File: src/rtl/mem_port_arbiter_if.sv
// Handshake bundle between the memory port arbiter, the two pipeline requesters and the
// unified memory.
interface mem_port_arbiter_if;
  logic if_req;
  logic d_req;
  logic d_we;
  logic mem_ready;
  logic mem_rvalid;
  logic addr_sel;
  logic mem_req;
  logic mem_we;
  logic if_done;
  logic d_done;
  logic if_stall;
  logic d_stall;
  logic err;

  // Pipeline + memory side.
  modport master (
    output if_req, d_req, d_we, mem_ready, mem_rvalid,
    input  addr_sel, mem_req, mem_we, if_done, d_done, if_stall, d_stall, err
  );

  // Arbiter side.
  modport slave (
    input  if_req, d_req, d_we, mem_ready, mem_rvalid,
    output addr_sel, mem_req, mem_we, if_done, d_done, if_stall, d_stall, err
  );
endinterface

File: src/rtl/mem_port_arbiter.sv
// Arbitrates the single-ported unified memory between instruction fetch and load/store,
// one transaction at a time, with a fetch starvation limit and a response timeout.
module mem_port_arbiter #(
  parameter int unsigned StarveMax = 4,
  parameter int unsigned Timeout   = 16
) (
  input logic               clk_i,
  input logic               rst_ni,
  mem_port_arbiter_if.slave arb_io
);

  localparam int unsigned StreakW = $clog2(StarveMax + 1);
  localparam int unsigned TimerW  = $clog2(Timeout);

  typedef enum logic [1:0] {StIdle, StReq, StWait} state_e;

  state_e             state_q, state_d;
  logic               owner_q, owner_d;  // 0 = fetch, 1 = load/store
  logic               we_q, we_d;
  logic [StreakW-1:0] streak_q, streak_d;
  logic [TimerW-1:0]  timer_q, timer_d;
  logic               err_q, err_d;

  logic grant_d;
  logic mem_req, mem_we, if_done, d_done;

  always_comb begin
    state_d  = state_q;
    owner_d  = owner_q;
    we_d     = we_q;
    streak_d = streak_q;
    timer_d  = timer_q;
    err_d    = err_q;
    grant_d  = 1'b0;
    mem_req  = 1'b0;
    mem_we   = 1'b0;
    if_done  = 1'b0;
    d_done   = 1'b0;

    unique case (state_q)
      StIdle: begin
        if (arb_io.if_req | arb_io.d_req) begin
          // Fetch wins a contended grant only once the data streak hits the limit.
          grant_d = arb_io.d_req & ~(arb_io.if_req & (streak_q == StreakW'(StarveMax)));
          owner_d = grant_d;
          we_d    = arb_io.d_we & grant_d;
          if (!grant_d) begin
            streak_d = '0;
          end else if (arb_io.if_req && streak_q != StreakW'(StarveMax)) begin
            streak_d = streak_q + StreakW'(1);
          end
          state_d = StReq;
        end
      end
      StReq: begin
        mem_req = 1'b1;
        mem_we  = we_q;
        if (arb_io.mem_ready) begin
          timer_d = '0;
          state_d = StWait;
        end
      end
      StWait: begin
        timer_d = timer_q + TimerW'(1);
        if (arb_io.mem_rvalid) begin
          if_done = ~owner_q;
          d_done  = owner_q;
          state_d = StIdle;
        end else if (timer_q == TimerW'(Timeout - 1)) begin
          err_d   = 1'b1;
          state_d = StIdle;
        end
      end
      default: state_d = StIdle;
    endcase
  end

  always_ff @(posedge clk_i or negedge rst_ni) begin
    if (!rst_ni) begin
      state_q  <= StIdle;
      owner_q  <= 1'b0;
      we_q     <= 1'b0;
      streak_q <= '0;
      timer_q  <= '0;
      err_q    <= 1'b0;
    end else begin
      state_q  <= state_d;
      owner_q  <= owner_d;
      we_q     <= we_d;
      streak_q <= streak_d;
      timer_q  <= timer_d;
      err_q    <= err_d;
    end
  end

  assign arb_io.addr_sel = owner_q;
  assign arb_io.mem_req  = mem_req;
  assign arb_io.mem_we   = mem_we;
  assign arb_io.if_done  = if_done;
  assign arb_io.d_done   = d_done;
  assign arb_io.if_stall = arb_io.if_req & ~if_done;
  assign arb_io.d_stall  = arb_io.d_req & ~d_done;
  assign arb_io.err      = err_q;

endmodule
File: src/flat_wrapper.sv
// flat-port wrapper written by rule: the top's interface ports become plain ports
module mem_port_arbiter_flat 
#(
  parameter int unsigned StarveMax = 4,
  parameter int unsigned Timeout   = 16
)
  (clk_i, rst_ni, arb_io_if_req, arb_io_d_req, arb_io_d_we, arb_io_mem_ready, arb_io_mem_rvalid, arb_io_addr_sel, arb_io_mem_req, arb_io_mem_we, arb_io_if_done, arb_io_d_done, arb_io_if_stall, arb_io_d_stall, arb_io_err);
  mem_port_arbiter_if arb_io_i ();
  input logic clk_i;
  input logic rst_ni;
  input wire logic [$bits(arb_io_i.if_req)-1:0] arb_io_if_req;
  input wire logic [$bits(arb_io_i.d_req)-1:0] arb_io_d_req;
  input wire logic [$bits(arb_io_i.d_we)-1:0] arb_io_d_we;
  input wire logic [$bits(arb_io_i.mem_ready)-1:0] arb_io_mem_ready;
  input wire logic [$bits(arb_io_i.mem_rvalid)-1:0] arb_io_mem_rvalid;
  output wire logic [$bits(arb_io_i.addr_sel)-1:0] arb_io_addr_sel;
  output wire logic [$bits(arb_io_i.mem_req)-1:0] arb_io_mem_req;
  output wire logic [$bits(arb_io_i.mem_we)-1:0] arb_io_mem_we;
  output wire logic [$bits(arb_io_i.if_done)-1:0] arb_io_if_done;
  output wire logic [$bits(arb_io_i.d_done)-1:0] arb_io_d_done;
  output wire logic [$bits(arb_io_i.if_stall)-1:0] arb_io_if_stall;
  output wire logic [$bits(arb_io_i.d_stall)-1:0] arb_io_d_stall;
  output wire logic [$bits(arb_io_i.err)-1:0] arb_io_err;
  assign arb_io_i.if_req = arb_io_if_req;
  assign arb_io_i.d_req = arb_io_d_req;
  assign arb_io_i.d_we = arb_io_d_we;
  assign arb_io_i.mem_ready = arb_io_mem_ready;
  assign arb_io_i.mem_rvalid = arb_io_mem_rvalid;
  assign arb_io_addr_sel = arb_io_i.addr_sel;
  assign arb_io_mem_req = arb_io_i.mem_req;
  assign arb_io_mem_we = arb_io_i.mem_we;
  assign arb_io_if_done = arb_io_i.if_done;
  assign arb_io_d_done = arb_io_i.d_done;
  assign arb_io_if_stall = arb_io_i.if_stall;
  assign arb_io_d_stall = arb_io_i.d_stall;
  assign arb_io_err = arb_io_i.err;
  mem_port_arbiter #(.StarveMax(StarveMax), .Timeout(Timeout)) u_core (.clk_i(clk_i), .rst_ni(rst_ni), .arb_io(arb_io_i));
endmodule
File: config.mk
export PLATFORM = sky130hd
export DESIGN_NAME = mem_port_arbiter_flat
export DESIGN_NICKNAME = d
export VERILOG_FILES = /design/src/rtl/mem_port_arbiter_if.sv /design/src/rtl/mem_port_arbiter.sv /design/src/flat_wrapper.sv
export SDC_FILE = /design/constraint.sdc
export NUM_CORES = 1
export LEC_CHECK = 0
export ABC_AREA = 0
export CORE_MARGIN = 4
export CORE_UTILIZATION = 35
export CTS_BUF_LIST = sky130_fd_sc_hd__clkbuf_4 sky130_fd_sc_hd__clkbuf_8
export CTS_CLUSTER_DIAMETER = 120
export DETAILED_ROUTE_END_ITERATION = 8
export PLACE_DENSITY_LB_ADDON = 0.08
export RECOVER_POWER = 25
export SLEW_MARGIN = 20
export SYNTH_ARGS = -nofsm -noshare
export SYNTH_HDL_FRONTEND = slang
export SYNTH_SLANG_ARGS = --single-unit
File: constraint.sdc
create_clock -name clk_i -period 2.45 [get_ports clk_i]
set_input_delay 0.49 -clock clk_i [delete_from_list [all_inputs] [get_ports clk_i]]
set_output_delay 0.49 -clock clk_i [all_outputs]
set_load 0.01 [all_outputs]
==> impl_metrics.ini <==
[power]
powerDensity_nw_per_um2 = 940
ir_drop_mv = 0.421
p_switching_mw = 0.304
switching_share_pct = 37.5
comb_power_share_pct = 46.3
seqPwrFrac_pct = 39.1
clkPwrFrac_pct = 14.6
finalPower_mw = 0.811
p_int_mw = 0.507
leakage_nw = 0.385

[die]
core_um2 = 1750
dieArea_um2 = 2610
chipHeight_um = 51.1
die_w_um = 51.1
row_count = 15
start_util_pct = 37.3
pin_count = 15

[timing]
tns_ns = 0
tightestPinTransition_ns = 0.543
rsz0062_at_grt = false
fin_skew_ns = 0.00236
hold_ws_ns = 0.469
post-route-period-util_pct = 94.9
hold_violations = 0
slew_headroom_pct = 63.7
setup_violations = 0
fmax_mhz = 430
fin_crit_ns = 2.33
report.final.slew_viol_count = 0

[yosys]
synth_edf_count = 0
synthTopCellsByArea = dfrtp_1, ha_1, nand2_1
yosysTopAreaCell = dfrtp_1
synth_sequential_area_ratio_pct = 46.2
yosysMostFrequentCell = dfrtp_1
synth_area_um2 = 651
synth_ff_type = dfrtp_1
syn_nets = 78
avgSynthCellArea_um2 = 9.57
synth_warnings = 0
synth_cells = 68
async_reset_ff_share_pct = 100
ys_types = 30
yosys-top-cells-count = dfrtp_1, nand2_1, nor2_1
ys_ff_latch = 12
synth_top_area_share_pct = 46.2

[worst_setup_path]
endpoint_kind = primary output
cp_common_cell = clkdlybuf4s50_1
required_ns = 1.96
crit_fanout = 4
regToRegSetupSlack_ns = 1.03
max_stage_delay_ns = 0.58
cpMaxStageDelayCell = clkdlybuf4s50_1
start_kind = input pin
cp_cell_sequence = clkdlybuf4s50_1, nor3b_2, clkdlybuf4s50_1
crit_arrival_ns = 1.84
critPathKind = in -> out

[clock_network]
hold_buffers = 0
tritoncts = yes
cts.root.buffer_cell = clkbuf_4
clock-sinks = 12
cts_max_path_buffers = 2
cts_buffers = 3
insertion_delay_ns = 0.27
h-tree-depth = 1
cts.clk_slew.worst_paths_ns = 0.07

[grt]
grt_max_degree = 13
overflow = 0
grtUsageTotal_pct = 12.7
antenna_found_initial = 0
grt_pass1_vias = 576
grt_pass1_wl_mm = 2.49

[drt]
vias_per_cell = 5.13
routed-wl-met3_um = 54
top_layer = met4
vias = 574
dr.pass1.iters = 4
detail-route-antenna-nets = 0
first_iter_violations = 17
wl_met2_um = 668
drc = 0
wire_per_inst_um = 12.6
wirelength_mm = 1.42
met1_length_um = 684

[min_path]
hold_class = reg -> reg

[finish]
final_area_um2 = 863
utilization_pct = 49.5
nNetsFinal = 99
synthToLayoutAreaGrowth_pct = 32.7
fill_cells = 176
drive_gt1_share_pct = 11.5
diodes = 0

[placed_design]
place.gp.congestion = 0.802
hpwlAfterDp_mm = 1.13
port_buffers = 14
postPlaceCellArea_um2 = 836

[run]
cap_violations = 0

[run_status]
status = finished clean
==> cell type report <==
type,instances,area [um^2],share of cell area (%)
multi-input combinational,50,324,37.5
sequential,12,300,34.8
timing repair buffer,18,170,19.7
tap,25,31.3,3.62
clock buffer,3,22.5,2.61
inverter,4,15.0,1.74
==> state kept, by name, indices dropped and copies added (netlist names) <==
signal,flops
u_core.timer_q,4
u_core.streak_q,3
u_core.state_q,2
u_core.arb_io.addr_sel,1
u_core.arb_io.err,1
u_core.we_q,1
==> cells by family after synthesis <==
logic type | synth area share, %
compound gates | 19.4
simple gates | 22.3
buf+inv | 4.81
fa+ha+maj | 5.77
flops | 46.2
mux | 1.54
==> per-stage QoR <==
step	std cells	setup slack (ns)
3_3_place_gp	109	0.0681
4_1_cts	112	0.0306
6_report	112	0.124
3_5_place_dp	109	0.0534
5_1_grt	112	0.0653
2_1_floorplan	68	0.782
==> metal layers <==
layer / up-vias / track usage, %
li1: 286 / -
met1: 275 / 16.1
met2: 11 / 20.6
met3: 2 / 5.54
met4: 0 / 1.35
met5: - / 0
==> final timing paths <==
kind                                          startpoint                             end  depth (start not counted)
max in group asynchronous                         rst_ni         u_core.we_q$_DFFE_PN0P_                          1
min reg2reg                u_core.arb_io.err$_DFFE_PN0P_   u_core.arb_io.err$_DFFE_PN0P_                          2
max reg2reg                u_core.state_q[1]$_DFFE_PN0P_  u_core.streak_q[2]$_DFFE_PN0P_                          3
min                        u_core.arb_io.err$_DFFE_PN0P_   u_core.arb_io.err$_DFFE_PN0P_                          2
max                                    arb_io_mem_rvalid                  arb_io_if_done                          3
min in group asynchronous                         rst_ni   u_core.state_q[1]$_DFFE_PN0P_                          1
==> cells in the final DEF (no fill, tap or decap), types with 2 or more instances in the layout <==
cell / netlist / layout
nor2b_1: 2 / 2
and2_1: 2 / 2
buf_4: 0 / 4
o21ai_0: 4 / 4
ha_1: 3 / 3
a21oi_1: 4 / 4
nor2_1: 5 / 5
clkdlybuf4s50_1: 0 / 13
nand2_1: 7 / 7
clkbuf_4: 0 / 3
inv_1: 4 / 4
nand3_1: 3 / 3
dfrtp_1: 12 / 12
nor3_1: 3 / 3
==> power by group through the flow <==
| stage | sequential [mW] | clock [mW] | combinational, mW |
|---|---|---|---|
| 2_1_floorplan | 0.306 | 0 | 0.251 |
| 3_3_place_gp | 0.317 | 0 | 0.376 |
| 3_5_place_dp | 0.320 | 0 | 0.379 |
| 4_1_cts | 0.316 | 0.124 | 0.382 |
| 5_1_grt | 0.325 | 0.134 | 0.424 |
| 6_report | 0.317 | 0.119 | 0.376 |
==> repair_timing <==
| action | in CTS | in global routing |
|---|---|---|
| setup endpoints to repair | 0 | 2 |
| gates resized for setup | 0 | 1 |
| buffers inserted | 0 | 0 |
==> worst max-delay path, delay by kind of cell <==
kind                   cells  cell delay [ns]
AND/OR/NAND/NOR            1             0.24
buffers and inverters      2             1.11
(Power assumes the default switching activity.)
